`config.mk`:
```
export PLATFORM = sky130hd
export DESIGN_NAME = stream_mux_n
export DESIGN_NICKNAME = d
export VERILOG_FILES = /design/src/rtl/stream_mux_n_pkg.sv /design/src/rtl/stream_mux_n_arb.sv /design/src/rtl/stream_mux_n.sv
export SDC_FILE = /design/constraint.sdc
export NUM_CORES = 1
export LEC_CHECK = 0
export CELL_PAD_IN_SITES_DETAIL_PLACEMENT = 0
export CELL_PAD_IN_SITES_GLOBAL_PLACEMENT = 1
export CORE_UTILIZATION = 50
export CTS_BUF_LIST = sky130_fd_sc_hd__clkbuf_4 sky130_fd_sc_hd__clkbuf_8
export CTS_CLUSTER_DIAMETER = 200
export DETAILED_ROUTE_END_ITERATION = 6
export DONT_BUFFER_PORTS = 1
export PLACE_DENSITY_LB_ADDON = 0.25
export SLEW_MARGIN = 0
export SYNTH_ARGS = -nofsm -noshare
export SYNTH_HDL_FRONTEND = slang
export SYNTH_HIERARCHICAL = 1
export SYNTH_SLANG_ARGS = --single-unit
```
`constraint.sdc`:
```
create_clock -name clk -period 4 [get_ports clk]
set_clock_uncertainty 0.15 [all_clocks]
set_input_delay 0.6 -clock clk [delete_from_list [all_inputs] [get_ports clk]]
set_output_delay 0.6 -clock clk [all_outputs]
set_load 0.01 [all_outputs]
```
`src/rtl/stream_mux_n_pkg.sv`:
```
// Shared definitions for the stream mux family: FSM encodings, parameter bounds, index helper.
// Latency: n/a (constants and a pure function only).
// Backpressure: n/a.
package stream_mux_n_pkg;

  // FSM encodings, kept as plain vectors so older mux blocks can reuse them unchanged.
  localparam logic [0:0] ST_IDLE = 1'b0;
  localparam logic [0:0] ST_LOCK = 1'b1;

  // Legal parameter ranges for the mux family.
  localparam int N_MIN = 2;
  localparam int N_MAX = 16;
  localparam int W_MIN = 1;
  localparam int W_MAX = 32;

  // Channel index increment with wrap from n-1 back to 0.
  function automatic int wrap_inc(input int v, input int n);
    return (v + 1 >= n) ? 0 : v + 1;
  endfunction

endpackage

```
`src/rtl/stream_mux_n_arb.sv`:
```
// Combinational arbiter: picks one requesting channel, round-robin from a start index or fixed priority.
// Latency: 0 cycles (pure combinational winner/found).
// Backpressure: none; the caller decides when to sample the result.
module rr_arbiter_n
  import stream_mux_n_pkg::*;
#(
  parameter int N  = 4,
  parameter int RR = 1
) (
  input  logic [N-1:0]         req_i,
  input  logic [$clog2(N)-1:0] start_i,
  output logic [$clog2(N)-1:0] winner_o,
  output logic                 found_o
);

  localparam int GW = $clog2(N);

  // Walk all channels once starting at start_i (or 0 for fixed priority); first requester wins.
  always_comb begin
    int idx;
    winner_o = '0;
    found_o  = 1'b0;
    idx      = (RR != 0) ? int'(start_i) : 0;
    for (int k = 0; k < N; k++) begin
      if (!found_o && req_i[idx]) begin
        found_o  = 1'b1;
        winner_o = GW'(idx);
      end
      idx = wrap_inc(idx, N);
    end
  end

endmodule

```
`src/rtl/stream_mux_n.sv`:
```
// Packet-atomic N:1 stream mux: arbitrates in IDLE, then locks one channel until its last beat.
// Latency: 1 cycle input-to-output through a single output register; 1 beat/cycle while locked.
// Backpressure: locked channel's in_ready = (!out_valid || out_ready); output holds while stalled.
module stream_mux_n
  import stream_mux_n_pkg::*;
#(
  parameter int N  = 4,
  parameter int W  = 8,
  parameter int RR = 1
) (
  input  logic                 clk,
  input  logic                 rst,
  input  logic [N-1:0]         in_valid,
  input  logic [N*W-1:0]       in_data,
  input  logic [N-1:0]         in_last,
  output logic [N-1:0]         in_ready,
  output logic                 out_valid,
  output logic [W-1:0]         out_data,
  output logic                 out_last,
  input  logic                 out_ready,
  output logic [$clog2(N)-1:0] grant,
  output logic                 busy
);

  localparam int GW = $clog2(N);

  if (N < N_MIN || N > N_MAX || W < W_MIN || W > W_MAX) begin : g_bad_params
    $error("stream_mux_n: N or W outside supported range");
  end

  logic [0:0]    state_q, state_d;
  logic [GW-1:0] grant_q, grant_d;
  logic [GW-1:0] ptr_q, ptr_d;        // next round-robin search start
  logic          out_valid_q, out_valid_d;
  logic [W-1:0]  out_data_q, out_data_d;
  logic          out_last_q, out_last_d;

  logic [W-1:0]  ch_data [N];
  logic [GW-1:0] arb_winner;
  logic          arb_found;
  logic          lock;
  logic          out_free;
  logic          accept;

  for (genvar i = 0; i < N; i++) begin : g_slice
    assign ch_data[i] = in_data[i*W +: W];
  end

  rr_arbiter_n #(
    .N  (N),
    .RR (RR)
  ) u_arb (
    .req_i    (in_valid),
    .start_i  (ptr_q),
    .winner_o (arb_winner),
    .found_o  (arb_found)
  );

  assign lock     = (state_q == ST_LOCK);
  assign out_free = !out_valid_q || out_ready;
  assign accept   = lock && in_valid[grant_q] && out_free;

  // Only the locked channel may see ready, and only when the output register can take a beat.
  always_comb begin
    in_ready = '0;
    if (lock) in_ready[grant_q] = out_free;
  end

  // Arbitrate in IDLE; stay locked through gaps in valid until the last beat is accepted.
  always_comb begin
    state_d = state_q;
    grant_d = grant_q;
    ptr_d   = ptr_q;
    if (state_q == ST_IDLE) begin
      if (arb_found) begin
        state_d = ST_LOCK;
        grant_d = arb_winner;
        ptr_d   = GW'(wrap_inc(int'(arb_winner), N));
      end
    end else if (accept && in_last[grant_q]) begin
      state_d = ST_IDLE;
    end
  end

  // Output register loads on accept, drains on out_ready, otherwise holds.
  always_comb begin
    out_valid_d = out_valid_q;
    out_data_d  = out_data_q;
    out_last_d  = out_last_q;
    if (accept) begin
      out_valid_d = 1'b1;
      out_data_d  = ch_data[grant_q];
      out_last_d  = in_last[grant_q];
    end else if (out_ready) begin
      out_valid_d = 1'b0;
    end
  end

  // State and output registers; reset drops any held beat and lock.
  always_ff @(posedge clk or posedge rst) begin
    if (rst) begin
      state_q     <= ST_IDLE;
      grant_q     <= '0;
      ptr_q       <= '0;
      out_valid_q <= 1'b0;
      out_data_q  <= '0;
      out_last_q  <= 1'b0;
    end else begin
      state_q     <= state_d;
      grant_q     <= grant_d;
      ptr_q       <= ptr_d;
      out_valid_q <= out_valid_d;
      out_data_q  <= out_data_d;
      out_last_q  <= out_last_d;
    end
  end

  assign out_valid = out_valid_q;
  assign out_data  = out_data_q;
  assign out_last  = out_last_q;
  assign grant     = grant_q;
  assign busy      = lock;

endmodule

```
=== Word level (Yosys, flattened, before mapping) ===
Cells that the tools add are included.

* Register bits: 15
* Bits in latches: 0
* Memory bits (writable): 0
* Bits in read-only memories: 0
* Input bits: 43
* Output and inout port bits: 17
* Logic and storage cells: 76
* Memories: 0

* $add $sub $neg: 4
* Multipliers: 0
* Div/mod/pow operators: 0
* $lt $le $gt $ge: 11
* Eq/ne operators: 0
* Shift-type cells: 0
* Multiplexer cells: 38
* Bitwise logic cells: 3
* Reductions and logical operators: 14

{| class="wikitable"
|+ Operators by type and width
! operator !! number
|-
| 32-bit by 4-bit >= comparator with 1-bit output (second input constant) || 3
|-
| 32-bit by 4-bit less-than comparator with 1-bit output (second input constant) || 3
|-
| 32-bit two-way mux || 3
|-
| 32-bit by 2-bit adder with 32-bit output (second input constant) || 2
|-
| 1-bit two-way mux || 19
|-
| 8-bit binary-select mux with 2-bit select || 1
|-
| 8-bit two-way mux || 2
|-
| 1-bit binary-select mux with 2-bit select || 6
|-
| 2-bit two-way mux || 5
|-
| 1-bit logical AND || 7
|-
| 2-bit by 1-bit adder with 3-bit output (second input constant) || 2
|-
| 3-bit >= comparator (second input constant) || 2
|-
| 2-bit by 3-bit less-than comparator with 1-bit output (second input constant) || 2
|-
| 4-bit bitwise AND || 1
|-
| 1-bit zero test || 4
|-
| 4-bit two-way mux || 1
|-
| 2-bit inverter with 3-bit output || 1
|-
| 1-bit demux with 2-bit select || 1
|-
| 2-bit by 1-bit >= comparator with 1-bit output (second input constant) || 1
|-
| 2-bit AND reduction || 1
|-
| 2-bit nonzero test || 1
|-
| 1-bit logical OR || 1
|-
| 1-bit inverter || 1
|}

=== Depth between registers and ports, before layout ===
Gate-level depths: netlist of run 1.

* Depth in word-level cells: 17
* Mapped depth: 11
* Mapped depth without buffers: 10

=== Cells and area by module ===
Netlist of run 1, hierarchy kept.

{| class="wikitable"
|+ By module, submodules not included
! module !! instances !! cells an instance !! area each (µm²)
|-
| stream_mux_n || 1 || 60 || 910.9
|-
| rr_arbiter_n || 1 || 42 || 376.6
|}

=== Worst setup path after synthesis of run 1 ===
OpenSTA, ideal clock, no wires.

* Path type: reg2reg
* From: reg ptr_q[0]
* To: reg grant_q[0], in the netlist grant[0]
* Setup time: 0.125 ns
* Data arrival time: 2.521 ns
* Slack: 1.204 ns
* Stages on the path, launching flop included: 8
* Path buffers: 1
* Cells stage by stage: dfrtp_1 clkbuf_8 inv_1 ha_1 mux4_4 or3_1 nor2b_1 mux2_2

* Word-level cells in the longest chain between the ends: 15
* Elaborated cells on any way between the ends: 35
* Classes of those cells: add/sub (3); order compare (3); mux (22); reduce/logical (7)

{| class="wikitable"
|+ Ends and longest elaborated chain
! element !! line !! source
|-
| start: declaration || stream_mux_n.sv:33 || <nowiki>logic [GW-1:0] ptr_q, ptr_d;</nowiki>
|-
| start signal: assignment || stream_mux_n.sv:111 || <nowiki>ptr_q <= ptr_d;</nowiki>
|-
| 2-bit by 1-bit adder with 3-bit output || stream_mux_n_pkg.sv:18 || <nowiki>return (v + 1 >= n) ? 0 : v + 1;</nowiki>
|-
| 32-bit by 4-bit >= comparator with 1-bit output || stream_mux_n_pkg.sv:18 ||
|-
| 32-bit two-way mux || stream_mux_n_pkg.sv:18 ||
|-
| 32-bit by 2-bit adder with 32-bit output / 1-bit binary-select mux with 2-bit select (equally long branches) || stream_mux_n_pkg.sv:18, stream_mux_n_arb.sv:25 ||
|-
| 32-bit by 4-bit >= comparator with 1-bit output / 1-bit two-way mux (equally long branches) || stream_mux_n_pkg.sv:18, stream_mux_n_arb.sv:25 ||
|-
| 32-bit two-way mux / 1-bit two-way mux (equally long branches) || stream_mux_n_pkg.sv:18, stream_mux_n_arb.sv:25 ||
|-
| 32-bit by 2-bit adder with 32-bit output, or another cell as far along || stream_mux_n_pkg.sv:18 ||
|-
| 32-bit by 4-bit >= comparator with 1-bit output / 1-bit two-way mux (equally long branches) || stream_mux_n_pkg.sv:18, stream_mux_n_arb.sv:25 ||
|-
| 32-bit two-way mux, or another cell as far along || stream_mux_n_pkg.sv:18 ||
|-
| 1-bit binary-select mux with 2-bit select / 1-bit logical AND (equally long branches) || stream_mux_n_arb.sv:25 || <nowiki>if (!found_o && req_i[idx]) begin</nowiki>
|-
| 1-bit two-way mux (not written as such) || stream_mux_n_arb.sv:25 ||
|-
| 1-bit two-way mux (not written as such) / 1-bit zero test (equally long branches) || stream_mux_n_arb.sv:25 ||
|-
| 1-bit logical AND || stream_mux_n_arb.sv:25 ||
|-
| 1-bit two-way mux (*) || stream_mux_n_arb.sv:25 ||
|-
| named net arb_found || stream_mux_n.sv:40 || <nowiki>logic arb_found;</nowiki>
|-
| 2-bit AND reduction (no line) (*) || - ||
|-
| end signal: assignment || stream_mux_n.sv:110 || <nowiki>grant_q <= grant_d;</nowiki>
|-
| end: declaration || stream_mux_n.sv:32 || <nowiki>logic [GW-1:0] grant_q, grant_d;</nowiki>
|}

Mark *: on every way through the listed nets, which the timed path passes. The rest lies on a longest branch. The select of a mux whose other input is x is not followed.
A chain may end at the register's enable or synchronous reset.

=== Worst setup path in the final report of run 1 ===
* From: reg ptr_q[0]
* To: reg ptr_q[1]

* Elaborated cells on any way between the ends: 38
* Classes of those cells: add/sub (4); order compare (4); mux (23); reduce/logical (7)

{| class="wikitable"
|+ RTL lines
! element !! line
|-
| 2-bit by 1-bit adder with 3-bit output || stream_mux_n_pkg.sv:18
|-
| 32-bit by 4-bit >= comparator with 1-bit output || stream_mux_n_pkg.sv:18
|-
| 32-bit two-way mux || stream_mux_n_pkg.sv:18
|-
| 32-bit by 2-bit adder with 32-bit output / 1-bit binary-select mux with 2-bit select (equally long branches) || stream_mux_n_pkg.sv:18, stream_mux_n_arb.sv:25
|-
| 32-bit by 4-bit >= comparator with 1-bit output / 1-bit two-way mux (equally long branches) || stream_mux_n_pkg.sv:18, stream_mux_n_arb.sv:25
|-
| 32-bit two-way mux / 1-bit two-way mux (equally long branches) || stream_mux_n_pkg.sv:18, stream_mux_n_arb.sv:25
|-
| 32-bit by 2-bit adder with 32-bit output, or another cell as far along || stream_mux_n_pkg.sv:18
|-
| 32-bit by 4-bit >= comparator with 1-bit output / 1-bit two-way mux (equally long branches) || stream_mux_n_pkg.sv:18, stream_mux_n_arb.sv:25
|-
| 32-bit two-way mux, or another cell as far along || stream_mux_n_pkg.sv:18
|-
| 1-bit binary-select mux with 2-bit select / 1-bit logical AND (equally long branches) || stream_mux_n_arb.sv:25
|-
| 1-bit two-way mux (not written as such) || stream_mux_n_arb.sv:25
|-
| 1-bit two-way mux (not written as such) / 1-bit zero test (equally long branches) || stream_mux_n_arb.sv:25
|-
| 1-bit logical AND || stream_mux_n_arb.sv:25
|-
| 1-bit two-way mux (*) || stream_mux_n_arb.sv:25
|-
| named net arb_found || stream_mux_n.sv:40
|-
| 2-bit AND reduction (no line) (*) || -
|}

Marked as above.

==> results.md, run 1 <==
* Tcrit/Tclk final at 0.780
* Vias in the first global route at 771
* Clock Path Buffers at 2
* Async SR Flop Fraction at 1.00
* Htree depth at 1
* Max-slew violation total from the final report at 0
* Crit path largest cell delay at 0.70 ns
* Crit path required time at 4.02 ns
* Share of cells above drive strength 1 at 0.257
* Post-route ant nets at 0
* Lkg Pwr at 0.540 nW
* Endpoint class of the critical path: register
* Place WS at 0.892 ns
* Cells after Synth at 102
* Port Buf Inserts at 0
* Post-cts resize count at 0
* Crit-path cells: inv_1, ha_1, mux4_4, or3_1, nor2b_1, mux2_2
* Synth cell types at 35
* Worst slew margin at 0.525
* Top delay family on crit path: multiplexers
* Worst slew pin tran at 0.713 ns
* FP Rows at 18
* Post-CTS setup buffers at 0
* Worst endpoint data arrival time at 3.14 ns
* Post-Syn Area at 0.00129 mm2
* I/O pin count at 60
* WS Path Type: register to register
* RSZ-0062 raised after global routing: false
* CTS Buf Count at 3
* Yosys warns at 6
* Hold_buf cts at 0
* Initial antenna violation count at 0
* Mapped Avg Cell Area at 12.6 um2
* Seq/Total Area, Yosys at 0.292
* Skew-Pair Late Insertion Delay at 0.28 ns
* Critical path peak fanout at 15
* Crit path launch type: register
* Area grow syn2layout at 1.65%
* Final setup margin at 0.880 ns
* Per-cell routed wire length at 18.2 um
* Pwr Total at 1.07 mW
* Die area at 0.00278 mm2
* Status: complete, no violations
* Main combinational cell family by area after synthesis: multiplexers
* Min-delay worst type: input port to asynchronous set/reset pin
* Post-synthesis simple-gate area fraction at 0.114
* Syn_nets at 151
* Final Setup Violations at 0
* Compound-Gate Fraction of Synth Area at 0.0807
* Post-synthesis adder-cell area fraction at 0.0583
* Final Net Count at 151
* Worst vdd ir at 0.000483 V
* Final-layout fill cell count at 213
* Setup TNS at 0 ns
* Mux contribution to synthesized area at 0.405
* Core area at 0.00245 mm2
* Yosys reg bits at 15
* CP bufs+invs at 1
* Max-cap check violation count at 0
* Hpwl dp at 1830 um
* Gr usage total at 0.175
* Largest net degree at the start of global routing at 16
* Residual DRC at 0
* Minimum clock period at 3.12 ns
* 1st-iter DRT viols at 6
* Xor/xnor cell area share of the yosys netlist at 0
* GRT overflow at 0
* Final WL at 2390 um
* Top FF cell, synth: dfrtp_1
* CP max-delay cell: dfrtp_1
* Height of the die at 52.7 um
* Vias per cell at 6.60
* DR vias at 865
* CTS Root Buffer Type: clkbuf_4
* Clock-pin slew on the worst setup and hold paths at 0.09 ns
* Initial Util at 0.524
* Final Hold Viols at 0
* Clock sink count at 15
* PwrDens at 819 mW/mm2
* Drt first pass iters at 4
* Clock tree from TritonCTS: yes
* GPL Wtd Cong at 0.872
* First-pass GRT wire length at 3400 um
* Width of the chip at 52.7 um
* EDFF count, synth at 0
* Antenna cells at 0
* Fmax at 320 MHz
==> synthesized netlist by cell type, types with 2 or more instances <==
library cell | instances | area (um2)
o21ai_0 | 2 | 10.0
nor2_1 | 7 | 26.3
mux2_2 | 14 | 158
nand2b_1 | 2 | 12.5
dfrtp_1 | 15 | 375
a21oi_1 | 3 | 15.0
mux2i_1 | 4 | 40.0
nand2_1 | 7 | 26.3
inv_1 | 5 | 18.8
nor3_1 | 3 | 15.0
clkbuf_8 | 2 | 27.5
mux4_1 | 10 | 263
ha_1 | 6 | 75.1
==> path summary, 6_finish.rpt <==
path                       cells past startpoint                       to  slack, ns                     from
max                                            6     ptr_q[1]$_DFFE_PP0P_       0.88     ptr_q[0]$_DFFE_PP0P_
max reg2reg                                    6     ptr_q[1]$_DFFE_PP0P_       0.88     ptr_q[0]$_DFFE_PP0P_
min reg2reg                                    1  out_data[1]$_DFFE_PP0P_       0.43  out_data[1]$_DFFE_PP0P_
max in group asynchronous                      1           busy$_DFF_PP0_       3.24                      rst
min                                            1     grant[0]$_DFFE_PP0P_        0.1                      rst
min in group clk                               1  out_data[1]$_DFFE_PP0P_       0.43  out_data[1]$_DFFE_PP0P_
==> layer usage <==
layer | routed length, um | track usage
met2 | 1190 | 0.278
met5 | 0 | 0
met4 | 12 | 0.0307
met3 | 194 | 0.0725
met1 | 989 | 0.224
==> worst reg2reg max path, cell delays in order, from the launching register on <==
cell	delay [ns]
dfrtp_1	0.70
inv_1	0.18
ha_1	0.44
mux4_4	0.67
or3_1	0.38
nor2b_1	0.20
mux2_2	0.30
==> final cells by class <==
cell class	count	area, um2	area share
well taps	30	37.5	0.0287
multi-input cells	77	847	0.647
flip-flops and latches	15	375	0.287
clock buffers	4	30.0	0.0229
inverters	5	18.8	0.0143
==> layout by cell type (no fill, tap or decap), types with 2 or more instances in the layout <==
master,Yosys,routed
mux2i_1,4,4
nand2b_1,2,2
dfrtp_1,15,15
nor3_1,3,3
clkbuf_4,0,4
inv_1,5,5
nand2_1,7,7
a21oi_1,3,3
mux4_1,10,10
ha_1,6,6
mux2_2,14,14
o21ai_0,2,2
nor2_1,7,7
==> through the flow <==
stage	instance area (um2)	std cells	hold WS, ns	utilization
floorplan	1290	102	0.351	-
global placement	1280	127	0.411	0.521
detailed placement	1280	127	0.417	0.521
CTS	1310	131	0.113	0.533
global route	1310	131	0.133	0.533
finish	1310	131	0.0977	0.533
==> where the power goes <==
group | total (mW) | leakage [nW] | internal, mW | switching [mW]
Combinational | 0.596 | 0.347 | 0.335 | 0.261
Sequential | 0.383 | 0.175 | 0.228 | 0.155
Clock | 0.0934 | 0.0184 | 0.0455 | 0.0479
==> cell families after synthesis <==
logic type,after synthesis
muxes,31
buffers and inverters,10
AOI/OAI and AO/OA,13
DFF,15
adders and majority gates,6
and+or+nand+nor,27
==> sequential cells by signal, summed over array words and instances (netlist names) <==
signal	flops
out_valid	1
ptr_q	2
out_data	8
out_last	1
grant	2
busy	1
Power figures use the tool's default switching activity.
==> run 2: changes to the inputs <==
- clock period: 4 -> 2.9 ns (I/O delays scaled with it)
==> run 2 against run 1 <==
Power grew 45%. Global-route usage grew 3.0 points. Routed wire length grew 7.6%. Die area is the same. Non-clock buffer count grew 7. Count of clock-buffer cells in the layout shrank 1. Critical path depth is the same.
==> results.md, run 2 (synthesized netlist as in run 1, its figures left out) <==
* Initial Util at 0.524 (unchanged)
* Layer carrying the most global-route usage: met2
* Vias per cell at 6.54 (-0.90%)
* Drt first pass iters at 4 (unchanged)
* Final Net Count at 158 (+4.6%)
* Post-route ant nets at 0 (unchanged)
* Clock-pin slew on the worst setup and hold paths at 0.10 ns (about the same)
* Area grow syn2layout at 6.03%
* Met3 Use GR at 0.0783 (+0.00580)
* Commonest cells after routing, fill and taps aside: mux2_2, dfrtp_1, mux4_1, nand2_1, nor2_1
* First-pass GRT wire length at 4000 um (+17%)
* Largest net degree at the start of global routing at 16 (unchanged)
* Vias in the first global route at 893 (+16%)
* Met1 Use GR at 0.252 (+0.0287)
* Die area at 0.00278 mm2 (unchanged)
* Status: complete, no violations
* Critical Path Source: ptr_q[0]$_DFFE_PP0P_
* Clock Path Buffers at 2 (unchanged)
* Htree depth at 1 (unchanged)
* Max-slew violation total from the final report at 0 (unchanged)
* Initial antenna violation count at 0 (unchanged)
* Width of the chip at 52.7 um (unchanged)
* Endpoint class of the critical path: register
* CTS Root Buffer Type: clkbuf_4
* Core area at 0.00245 mm2 (unchanged)
* Final Setup Violations at 0 (unchanged)
* 1st-iter DRT viols at 15 (+9)
* Gr usage total at 0.205 (+0.0297)
* WS Path Type: register to register
* Residual DRC at 0 (unchanged)
* Worst slew pin tran at 0.577 ns (-0.136 ns)
* FP Rows at 18 (unchanged)
* Antenna cells at 0 (unchanged)
* GRT overflow at 0 (unchanged)
* Reg2reg path depth at 6 (unchanged)
* Max-cap check violation count at 0 (unchanged)
* Share of cells above drive strength 1 at 0.315 (+0.0574)
* GPL Wtd Cong at 0.843 (-3.3%)
* Critical path peak fanout at 8 (-7)
* Height of the die at 52.7 um (unchanged)
* Setup TNS at 0 ns (unchanged)
* Skew-Pair Late Insertion Delay at 0.29 ns (about the same)
* Minimum clock period at 2.78 ns (-0.345 ns)
* Reg2reg setup slack at 0.12 ns (-0.76 ns)
* Post-CTS setup buffers at 0 (unchanged)
* Crit path capture: ptr_q[0]$_DFFE_PP0P_
* PwrDens at 1140 mW/mm2 (+39%)
* Worst endpoint data arrival time at 2.81 ns (-0.33 ns)
* DR vias at 903 (+4.4%)
* Crit path launch type: register
* Pwr Total at 1.55 mW (+45%)
* Clock tree from TritonCTS: yes
* Max reg flops at 8 (unchanged)
* Final WL at 2570 um (+7.6%)
* CTS Buf Count at 3 (unchanged)
* Tcrit/Tclk final at 0.957 (+0.177)
* Crit path required time at 2.93 ns (-1.09 ns)
* Clock sink count at 15 (unchanged)
* Port Buf Inserts at 0 (unchanged)
* RSZ-0062 raised after global routing: false
* Min-delay worst type: input port to register
* Hpwl dp at 2000 um (+9.3%)
* Worst slew margin at 0.615 (+0.0902)
* Lkg Pwr at 0.570 nW (+5.5%)
* Fmax at 360 MHz (+12%)
* R2r startpoint: ptr_q[0]$_DFFE_PP0P_
* Finished Core Util at 0.556 (+0.0229)
* I/O pin count at 60 (unchanged)
* Reg-to-Reg End: ptr_q[0]$_DFFE_PP0P_
* Final Hold Viols at 0 (unchanged)
* Worst vdd ir at 0.000594 V (+23%)
* GR met2 Demand/Resource at 0.340 (+0.0612)
* Per-cell routed wire length at 18.6 um (+2.1%)
==> run 2: report_power, final <==
part           switching [mW]  internal, mW  total, mW  leakage [nW]
clock                  0.0701        0.0513      0.121        0.0177
sequential              0.158         0.317      0.476         0.174
combinational           0.436         0.519      0.956         0.378
total                   0.665         0.888       1.55         0.570
==> run 2: final cells by class <==
class	instances	area, um2
timing repair buffer	7	55.1
tap	30	37.5
multi-input combinational	77	850
fill	202	1090
clock inverter	1	5.00
clock buffer	3	22.5
sequential	15	377
inverter	5	18.8
==> run 2: how the worst min path moves through the flow <==
stage,startpoint,endpoint,slack (ns),cells past startpoint
after floorplan,rst,busy$_DFF_PP0_,0.19,1
after global placement,rst,out_last$_DFFE_PP0P_,0.26,1
after detailed placement,rst,out_valid$_DFFE_PP0P_,0.27,1
after CTS,in_data[30],out_data[6]$_DFFE_PP0P_,0.34,2
after global routing,in_data[30],out_data[6]$_DFFE_PP0P_,0.33,2
final,out_ready,out_valid$_DFFE_PP0P_,0.33,2
==> run 2: critical path, stage by stage (launching register included) <==
cell,delay [ns]
dfrtp_2,0.44
inv_1,0.11
ha_2,0.41
mux4_4,0.66
or3_1,0.39
nor2b_1,0.20
mux2_2,0.30
==> run 2: what timing repair did <==
item,CTS,global route
endpoints found under the hold margin,15,0
hold buffers,1,0
gates resized for setup,0,2
setup endpoints to repair,0,4
==> run 2: layer usage <==
layer / up-vias / part of all wire / wire length (um)
met1: 445 / 0.41 / 1040
met5: - / 0 / 0
met2: 47 / 0.49 / 1270
li1: 409 / - / -
met4: 0 / 0.0051 / 13
met3: 2 / 0.095 / 244
==> run 2: through the flow <==
step                instances  instance area [um2]  hold slack, ns  worst slack (ns)
floorplan                 102                 1290           0.186             0.104
global placement          133                 1320           0.262             0.110
detailed placement        133                 1320           0.271            0.0522
CTS                       138                 1360           0.336            0.0208
global route              138                 1370           0.335           0.00773
finish                    138                 1370           0.330             0.125
